$ cat config.mk
export PLATFORM = sky130hd
export DESIGN_NAME = order_arbiter
export DESIGN_NICKNAME = d
export VERILOG_FILES = /design/src/rtl/order_pkg.sv /design/src/rtl/req_hold_reg.sv /design/src/rtl/order_arbiter.sv
export SDC_FILE = /design/constraint.sdc
export NUM_CORES = 1
export LEC_CHECK = 0
export CAP_MARGIN = 20
export CORE_MARGIN = 2
export CORE_UTILIZATION = 43
export DETAILED_ROUTE_END_ITERATION = 10
export HOLD_SLACK_MARGIN = 0.03
export PLACE_DENSITY = 0.74
export SLEW_MARGIN = 0
export SYNTH_ARGS = -nofsm -noshare
export SYNTH_HDL_FRONTEND = slang
export SYNTH_SLANG_ARGS = --single-unit
$ cat constraint.sdc
create_clock -name clk -period 2.3 [get_ports clk]
set_input_delay 0.345 -clock clk [delete_from_list [all_inputs] [get_ports clk]]
set_output_delay 0.345 -clock clk [all_outputs]
set_load 0.01 [all_outputs]
$ cat src/rtl/order_pkg.sv
// Shared types and widths for the order arbiter and its request holding registers.
package order_pkg;

   localparam int CLIENT_ID_W   = 5;
   localparam int AMOUNT_W      = 32;
   localparam int EXCH_AMOUNT_W = 16;

   localparam int CPU_REQ_W  = 1 + CLIENT_ID_W + AMOUNT_W;
   localparam int EXCH_REQ_W = CLIENT_ID_W + EXCH_AMOUNT_W;

   typedef enum logic [1:0] {
      ST_IDLE      = 2'd0,
      ST_ISSUE     = 2'd1,
      ST_WAIT_DONE = 2'd2
   } state_t;

   typedef enum logic {
      SRC_CPU  = 1'b0,
      SRC_EXCH = 1'b1
   } src_t;

endpackage

$ cat src/rtl/req_hold_reg.sv
// Single-entry holding register: captures a request when empty and holds it until granted.
module req_hold_reg #(
   parameter int W = 8
) (
   input  logic         clk,
   input  logic         HRESETn,
   input  logic         go,
   input  logic [W-1:0] data_in,
   input  logic         clr,
   output logic         pending,
   output logic         ready,
   output logic [W-1:0] data_out
);

   // clr takes priority, so a go on the clearing edge still sees ready=0 and is dropped.
   always_ff @(posedge clk or negedge HRESETn) begin
      if (!HRESETn) begin
         pending  <= 1'b0;
         data_out <= '0;
      end else if (clr) begin
         pending  <= 1'b0;
      end else if (go && !pending) begin
         pending  <= 1'b1;
         data_out <= data_in;
      end
   end

   assign ready = !pending;

endmodule

$ cat src/rtl/order_arbiter.sv
// Arbitrates CPU and exchange requests onto the shared client table with
// round-robin tie-breaking and a tbl_done watchdog.
//
// state        | meaning
// ST_IDLE      | waiting for a pending request; picks a winner and loads tbl_*
// ST_ISSUE     | tbl_valid high, fields frozen until tbl_ready
// ST_WAIT_DONE | table busy; waiting for tbl_done or timeout
module order_arbiter
   import order_pkg::*;
#(
   parameter int TIMEOUT_CYC = 16
) (
   input  logic                     clk,
   input  logic                     HRESETn,
   input  logic                     cpu_go,
   input  logic                     cpu_new_max,
   input  logic [CLIENT_ID_W-1:0]   cpu_client_id,
   input  logic [AMOUNT_W-1:0]      cpu_amount,
   output logic                     cpu_ready,
   input  logic                     exchange_go,
   input  logic [CLIENT_ID_W-1:0]   exchange_client_id,
   input  logic [EXCH_AMOUNT_W-1:0] exchange_amount,
   output logic                     exchange_ready,
   output logic                     tbl_valid,
   input  logic                     tbl_ready,
   output logic                     tbl_src,
   output logic                     tbl_new_max,
   output logic [CLIENT_ID_W-1:0]   tbl_client_id,
   output logic [AMOUNT_W-1:0]      tbl_amount,
   input  logic                     tbl_done,
   output logic                     timeout_err,
   output logic [15:0]              grant_cnt_cpu,
   output logic [15:0]              grant_cnt_exch
);

   localparam int TMR_W = $clog2(TIMEOUT_CYC + 1);
   localparam logic [TMR_W-1:0] TMR_LAST = TMR_W'(TIMEOUT_CYC - 1);

   state_t                   state;
   src_t                     last_src;
   src_t                     tbl_src_q;
   logic [TMR_W-1:0]         timer;

   logic                     cpu_pending;
   logic                     exch_pending;
   logic [CPU_REQ_W-1:0]     cpu_data;
   logic [EXCH_REQ_W-1:0]    exch_data;

   logic                     cpu_q_new_max;
   logic [CLIENT_ID_W-1:0]   cpu_q_id;
   logic [AMOUNT_W-1:0]      cpu_q_amount;
   logic [CLIENT_ID_W-1:0]   exch_q_id;
   logic [EXCH_AMOUNT_W-1:0] exch_q_amount;

   logic                     handshake;
   logic                     clr_cpu;
   logic                     clr_exch;
   logic                     pick_exch;

   req_hold_reg #(.W(CPU_REQ_W)) u_cpu_hold (
      .clk      (clk),
      .HRESETn  (HRESETn),
      .go       (cpu_go),
      .data_in  ({cpu_new_max, cpu_client_id, cpu_amount}),
      .clr      (clr_cpu),
      .pending  (cpu_pending),
      .ready    (cpu_ready),
      .data_out (cpu_data)
   );

   req_hold_reg #(.W(EXCH_REQ_W)) u_exch_hold (
      .clk      (clk),
      .HRESETn  (HRESETn),
      .go       (exchange_go),
      .data_in  ({exchange_client_id, exchange_amount}),
      .clr      (clr_exch),
      .pending  (exch_pending),
      .ready    (exchange_ready),
      .data_out (exch_data)
   );

   assign {cpu_q_new_max, cpu_q_id, cpu_q_amount} = cpu_data;
   assign {exch_q_id, exch_q_amount}              = exch_data;

   assign handshake = tbl_valid && tbl_ready;
   assign clr_cpu   = handshake && (tbl_src_q == SRC_CPU);
   assign clr_exch  = handshake && (tbl_src_q == SRC_EXCH);

   // On a tie the side that did not win last time goes next.
   assign pick_exch = exch_pending && (!cpu_pending || (last_src == SRC_CPU));

   assign tbl_src = tbl_src_q;

   always_ff @(posedge clk or negedge HRESETn) begin
      if (!HRESETn) begin
         state          <= ST_IDLE;
         last_src       <= SRC_CPU;
         tbl_src_q      <= SRC_CPU;
         tbl_valid      <= 1'b0;
         tbl_new_max    <= 1'b0;
         tbl_client_id  <= '0;
         tbl_amount     <= '0;
         timer          <= '0;
         timeout_err    <= 1'b0;
         grant_cnt_cpu  <= '0;
         grant_cnt_exch <= '0;
      end else begin
         case (state)
            ST_IDLE: begin
               if (cpu_pending || exch_pending) begin
                  state     <= ST_ISSUE;
                  tbl_valid <= 1'b1;
                  if (pick_exch) begin
                     tbl_src_q     <= SRC_EXCH;
                     tbl_new_max   <= 1'b0;
                     tbl_client_id <= exch_q_id;
                     tbl_amount    <= {{(AMOUNT_W - EXCH_AMOUNT_W){1'b0}}, exch_q_amount};
                  end else begin
                     tbl_src_q     <= SRC_CPU;
                     tbl_new_max   <= cpu_q_new_max;
                     tbl_client_id <= cpu_q_id;
                     tbl_amount    <= cpu_q_amount;
                  end
               end
            end
            ST_ISSUE: begin
               if (tbl_ready) begin
                  state     <= ST_WAIT_DONE;
                  tbl_valid <= 1'b0;
                  last_src  <= tbl_src_q;
                  timer     <= '0;
                  if (tbl_src_q == SRC_EXCH) grant_cnt_exch <= grant_cnt_exch + 16'd1;
                  else                       grant_cnt_cpu  <= grant_cnt_cpu + 16'd1;
               end
            end
            ST_WAIT_DONE: begin
               if (tbl_done) begin
                  state <= ST_IDLE;
               end else if (timer == TMR_LAST) begin
                  state       <= ST_IDLE;
                  timeout_err <= 1'b1;
               end else begin
                  timer <= timer + 1'b1;
               end
            end
            default: state <= ST_IDLE;
         endcase
      end
   end

endmodule

==> run metrics, run 1 <==
outcome=complete, no violations; Worst-Skew Late Latency=0.41 ns; Crit path largest cell delay=0.41 ns; die footprint=14400 um2; Gate Count Post-Synth=428; leading post-synthesis cells by cell area=dfrtp_1 (62%), mux2_2 (12%), mux2i_1 (3.6%); layout cells sized above 1=0.192; Seq cells post-synth=142; DRC viols=0; vias in the first global route=4037; unrepaired setup endpoints after global routing=no; pin count of the biggest net entering global routing=66; Worst Path Class, Setup=reg -> reg; # resized after CTS=0; Pre-Repair DR Iteration Count=4; min Tclk post-route=2.07 ns; Reg clk slew, reported paths=0.05 ns; leakage power=3.59 nW; GPL Wtd Cong=0.821; Slew @ Worst Pin=0.617 ns; normalized max-slew margin=0.589; Data arrival, critical path=2.36 ns; Core ar.=13200 um2; Synthesis Warnings=0; IO buf count=139; Pwr per Cell Area=1280 nW/um2; vias per cell=5.01; root buf cell=clkbuf_16; DIE WIDTH=120 um; dominant cell type by area after synthesis=dfrtp_1; nets=651; most used flip-flop cell after synthesis=dfrtp_1; total congestion overflow=0; Netlist cell types=35; Num CTS Buffers=17; CTS tree=built; VDD IR-drop max=0.626 mV; sequential share of the synthesized area=0.616; Syn Area/Cell=13.5 um2; placed instance count=738; final worst-path cycle share=0.900; max-cap violations=0; post-route setup TNS=0 ns; Final Hold Fails=0; Setup crit end kind=register; CP most frequent cell=ha_1; Cell Chain, Critical Path=ha_1, and3_1, ha_1, nor4b_1, buf_4, nand4_1, xor2_1, nor2_1; initial antenna violation count=0; Final Non-Filler Cells=770; worst hold path class=reg -> reg; number of H-tree levels=4; Post-Route Skew=0.00557 ns; Final Util=0.610; Vias=3861; total wire length=12.0 mm; Syn-to-layout area delta=39.4%; Max Slew Vio Count=0; Initial Utilization=0.437; critical path's slowest cell=dfrtp_1; Sink Count=142; wire per inst=15.5 um; Longest Clk Path Bufs=2; max frequency=483 MHz; Synth top area share=0.616; Ports=140; Post-DP HPWL=8.36 mm; Final setup viols=0; EDFF count, synth=0; first-pass GRT wire length=20.1 mm; diode count=0; cell with the most instances after synthesis=dfrtp_1; Die H=120 um; FP Rows=42; CP startpoint kind=register; Synth async-reset ratio=1.00; synthesized area=5770 um2; Final ANT Viol Nets=0; most frequent cells after synthesis=dfrtp_1 (142), mux2_2 (61), nand2_1 (42); Crit Path Max Fanout=4; worst hold slack=0.466 ns; Syn Nets=497; DRT iter0 DRCs=183; Tot GR Track Use=0.179; WP data required=2.59 ns
[path summary, 6_finish.rpt]
path | start | endpoint | slack [ns] | cells past startpoint
min in group asynchronous | HRESETn | grant_cnt_cpu[3] | 0.50 | 2
hold / removal | grant_cnt_cpu[15] | grant_cnt_cpu[15] | 0.47 | 1
setup reg to reg | timer[0] | timer[3] | 0.23 | 8
hold reg to reg | grant_cnt_cpu[15] | grant_cnt_cpu[15] | 0.47 | 1
setup / recovery | timer[0] | timer[3] | 0.23 | 8
max in group asynchronous | HRESETn | u_cpu_hold.data_out[4] | 1.18 | 3
[critical path, delay by kind of cell (launching register included)]
family,cells,cell delay [ns]
xor gates and xnor gates,1,0.16
buffers and inverters,1,0.20
and+or+nand+nor,4,0.75
DFF,1,0.41
adders and majority gates,2,0.43
[where the power goes]
group | switching (W) | internal [W]
Clock | 0.000964 | 0.00170
Sequential | 0.000646 | 0.00348
Combinational | 0.00153 | 0.00196
[sequential cells by signal, summed over array words and instances, names as in the netlist]
name	count
grant_cnt_exch	16
tbl_valid	1
u_exch_hold.pending	1
tbl_new_max	1
u_exch_hold.data_out	21
u_cpu_hold.data_out	38
last_src	1
u_cpu_hold.pending	1
tbl_client_id	5
tbl_src	1
state	2
tbl_amount	32
timer	5
timeout_err	1
grant_cnt_cpu	16
[per-stage QoR]
step	setup WS [ns]	total power, W	cell area [um2]
6_report	0.229	0.0103	8040
5_1_grt	0.115	0.0109	8040
4_1_cts	0.243	0.0104	8040
3_5_place_dp	0.214	0.00772	7450
3_3_place_gp	0.258	0.00756	7450
2_1_floorplan	0.407	0.00612	5770
[cells by family after synthesis]
group                    synth area share
AO/OA/AOI/OAI                      0.0568
flip-flops                          0.616
multiplexers                        0.155
buffers and inverters              0.0200
XOR/XNOR                           0.0486
AND/OR/NAND/NOR                    0.0946
adder cells (fa/ha/maj)           0.00868
[metal layers]
metal / global-route usage / vias up / wire, um
li1: - / 1813 / -
met1: 0.232 / 1922 / 5310
met2: 0.288 / 114 / 5830
met3: 0.0585 / 12 / 678
met4: 0.0581 / 0 / 145
met5: 0 / - / 0
[final cells by class]
class                           instances  area [um2]
Tap cell                              176         220
Multi-Input combinational cell        264        2120
Clock inverter                          7        85.1
Inverter                                6        22.5
Timing Repair Buffer                  151        1550
Clock buffer                           24         492
Sequential cell                       142        3550
Fill cell                            1003        5150
[cells in the final DEF (no fill, tap or decap), types with 11 or more instances in the layout]
cell type and n:
dfrtp_1 142, mux2i_1 21, clkdlybuf4s50_1 138, clkbuf_16 17, xnor2_1 24, nand2_1 42, nor2_1 11, a22o_1 17
mux2_2 61, o21ai_0 26, nand3_1 15
[repair_timing]
action,4_1_cts,5_1_grt
hold buffers,1,0
buffers inserted,0,0
endpoints found under the hold margin,63,0
setup endpoints to repair,0,0
(Power assumes the default switching activity.)
==> run 2: changes to the inputs <==
--- a/constraint.sdc
+++ b/constraint.sdc
@@ -3,2 +3,2 @@
 set_output_delay 0.345 -clock clk [all_outputs]
-set_load 0.01 [all_outputs]
+set_load 0.1 [all_outputs]
==> run 2 against run 1 <==
  * Hold slack got worse by 0.087 ns
  * Register-to-register slack improved by 0.04 ns
  * Combinational power rose by 69%
  * Design area fell by 2.2%
  * Critical path depth did not move
  * Critical endpoint unchanged
  * Largest cell class unchanged
==> run metrics, run 2 (synthesis results as in run 1) <==
VDD IR-drop max=0.859 mV (+37%); Syn-to-layout area delta=36.3%; Post-DP HPWL=8.50 mm (+1.7%); Num CTS Buffers=17 (unchanged); Pre-Repair DR Iteration Count=6 (+2); IO buf count=139 (unchanged); first-pass GRT wire length=20.5 mm (+2.2%); Worst-Skew Late Latency=0.41 ns (about the same); Final Non-Filler Cells=771 (+0.13%); most frequent cells in the layout=dfrtp_1 (142), buf_4 (83), clkdlybuf4s50_1 (63), mux2_2 (61), nand2_1 (42); wire per inst=16.0 um (+3.2%); Post-Route Skew=0.00865 ns (+0.00308 ns); layout cells sized above 1=0.318 (+0.126); total wire length=12.4 mm (+3.3%); hold-fix buffers at CTS=1 (unchanged); Max Slew Vio Count=0 (unchanged); Longest Clk Path Bufs=2 (unchanged); biggest regs=u_cpu_hold.data_out (38), tbl_amount (32), u_exch_hold.data_out (21); WP data required=2.59 ns (about the same); Final Util=0.596 (-0.0137); post-route setup TNS=0 ns (unchanged); die footprint=14400 um2 (unchanged); Finished Cell Area=7860 um2 (-2.2%); Final Hold Fails=0 (unchanged); Tot GR Track Use=0.184 (+0.00487); outcome=complete, no violations; register name with the most flops=u_cpu_hold.data_out; Pwr per Cell Area=1630 nW/um2 (+28%); vias per cell=5.01 (about the same); vias in the first global route=4051 (+0.35%); diode count=0 (unchanged); pin count of the biggest net entering global routing=62 (-6.1%); Sink Count=142 (unchanged); Worst Path Class, Setup=reg -> reg; Final setup viols=0 (unchanged); nets=651 (unchanged); placed instance count=738 (unchanged); Fill cells=1063 (+6.0%); Area after DPL=7240 um2 (-2.9%); final worst-path cycle share=0.883 (-0.0176); max-cap violations=0 (unchanged); Core ar.=13200 um2 (unchanged); Setup crit end kind=register; initial antenna violation count=0 (unchanged); number of H-tree levels=4 (unchanged); CTS tree=built; Ports=140 (unchanged); # resized after CTS=0 (unchanged); normalized max-slew margin=0.688 (+0.0996); Slew @ Worst Pin=0.467 ns (-0.149 ns); Data arrival, critical path=2.32 ns (-0.04 ns); max frequency=493 MHz (+2.0%); Reg clk slew, reported paths=0.06 ns (about the same); multi-input logic area=2120 um2 (unchanged); Crit Path Max Fanout=4 (unchanged); GPL Wtd Cong=0.808 (-1.6%); commonest non-fill, non-tap cell in the layout=dfrtp_1; DRC viols=0 (unchanged); Vias=3863 (+0.052%); worst hold path class=in -> async; Initial Utilization=0.437 (unchanged); Die H=120 um (unchanged); Post-CTS Setup Bufs=0 (unchanged); root buf cell=clkbuf_16; total congestion overflow=0 (unchanged); min Tclk post-route=2.03 ns (-0.0404 ns); DIE WIDTH=120 um (unchanged); DRT iter0 DRCs=204 (+11%); CP startpoint kind=register; Final ANT Viol Nets=0 (unchanged); FP Rows=42 (unchanged); leakage power=3.71 nW (+3.2%); unrepaired setup endpoints after global routing=no; max reg flops=38 (unchanged); FF/Latch Area=3550 um2 (unchanged)
run 2: through the flow:
step	total power, W	setup slack, ns	hold WS, ns
2_1_floorplan	0.00864	0.136	0.0494
3_3_place_gp	0.00995	0.261	0.254
3_5_place_dp	0.0101	0.208	0.259
4_1_cts	0.0129	0.260	0.388
5_1_grt	0.0135	0.129	0.417
6_report	0.0128	0.270	0.379
run 2: routing by layer:
layer  GRT usage  wire length, um  vias up
met5           0                0        -
met2       0.295             6120       96
met1       0.239             5390     1942
met3      0.0532              671       15
met4      0.0706              184        0
li1            -                -     1810
run 2: layout make-up:
class                           instances  share of cell area
Sequential cell                       142               0.452
Multi-Input combinational cell        264               0.270
Timing Repair Buffer                  151               0.170
Clock buffer                           28              0.0683
Tap cell                              176              0.0280
Clock inverter                          4             0.00923
Inverter                                6             0.00286
run 2: final timing paths:
kind	from	end	slack [ns]	cells after the start
setup / recovery	timer[0]	timer[3]	0.27	8
hold / removal	HRESETn	grant_cnt_cpu[7]	0.38	2
setup reg to reg	timer[0]	timer[3]	0.27	8
min in group clk	grant_cnt_cpu[15]	grant_cnt_cpu[15]	0.47	1
max in group asynchronous	HRESETn	grant_cnt_cpu[10]	1.12	3
hold reg to reg	grant_cnt_cpu[15]	grant_cnt_cpu[15]	0.47	1
run 2: where the power goes:
part,total (W),internal (W),switching (W)
registers,0.00415,0.00348,0.000667
clock network,0.00278,0.00180,0.000983
logic,0.00590,0.00178,0.00412
run 2: critical path: stages, from the launching register on:
cell     delay, ns
dfrtp_1       0.41
ha_1          0.22
and3_1        0.19
ha_1          0.21
nor4b_1       0.35
buf_4         0.19
nand4_1       0.13
xor2_1        0.16
nor2_1        0.06
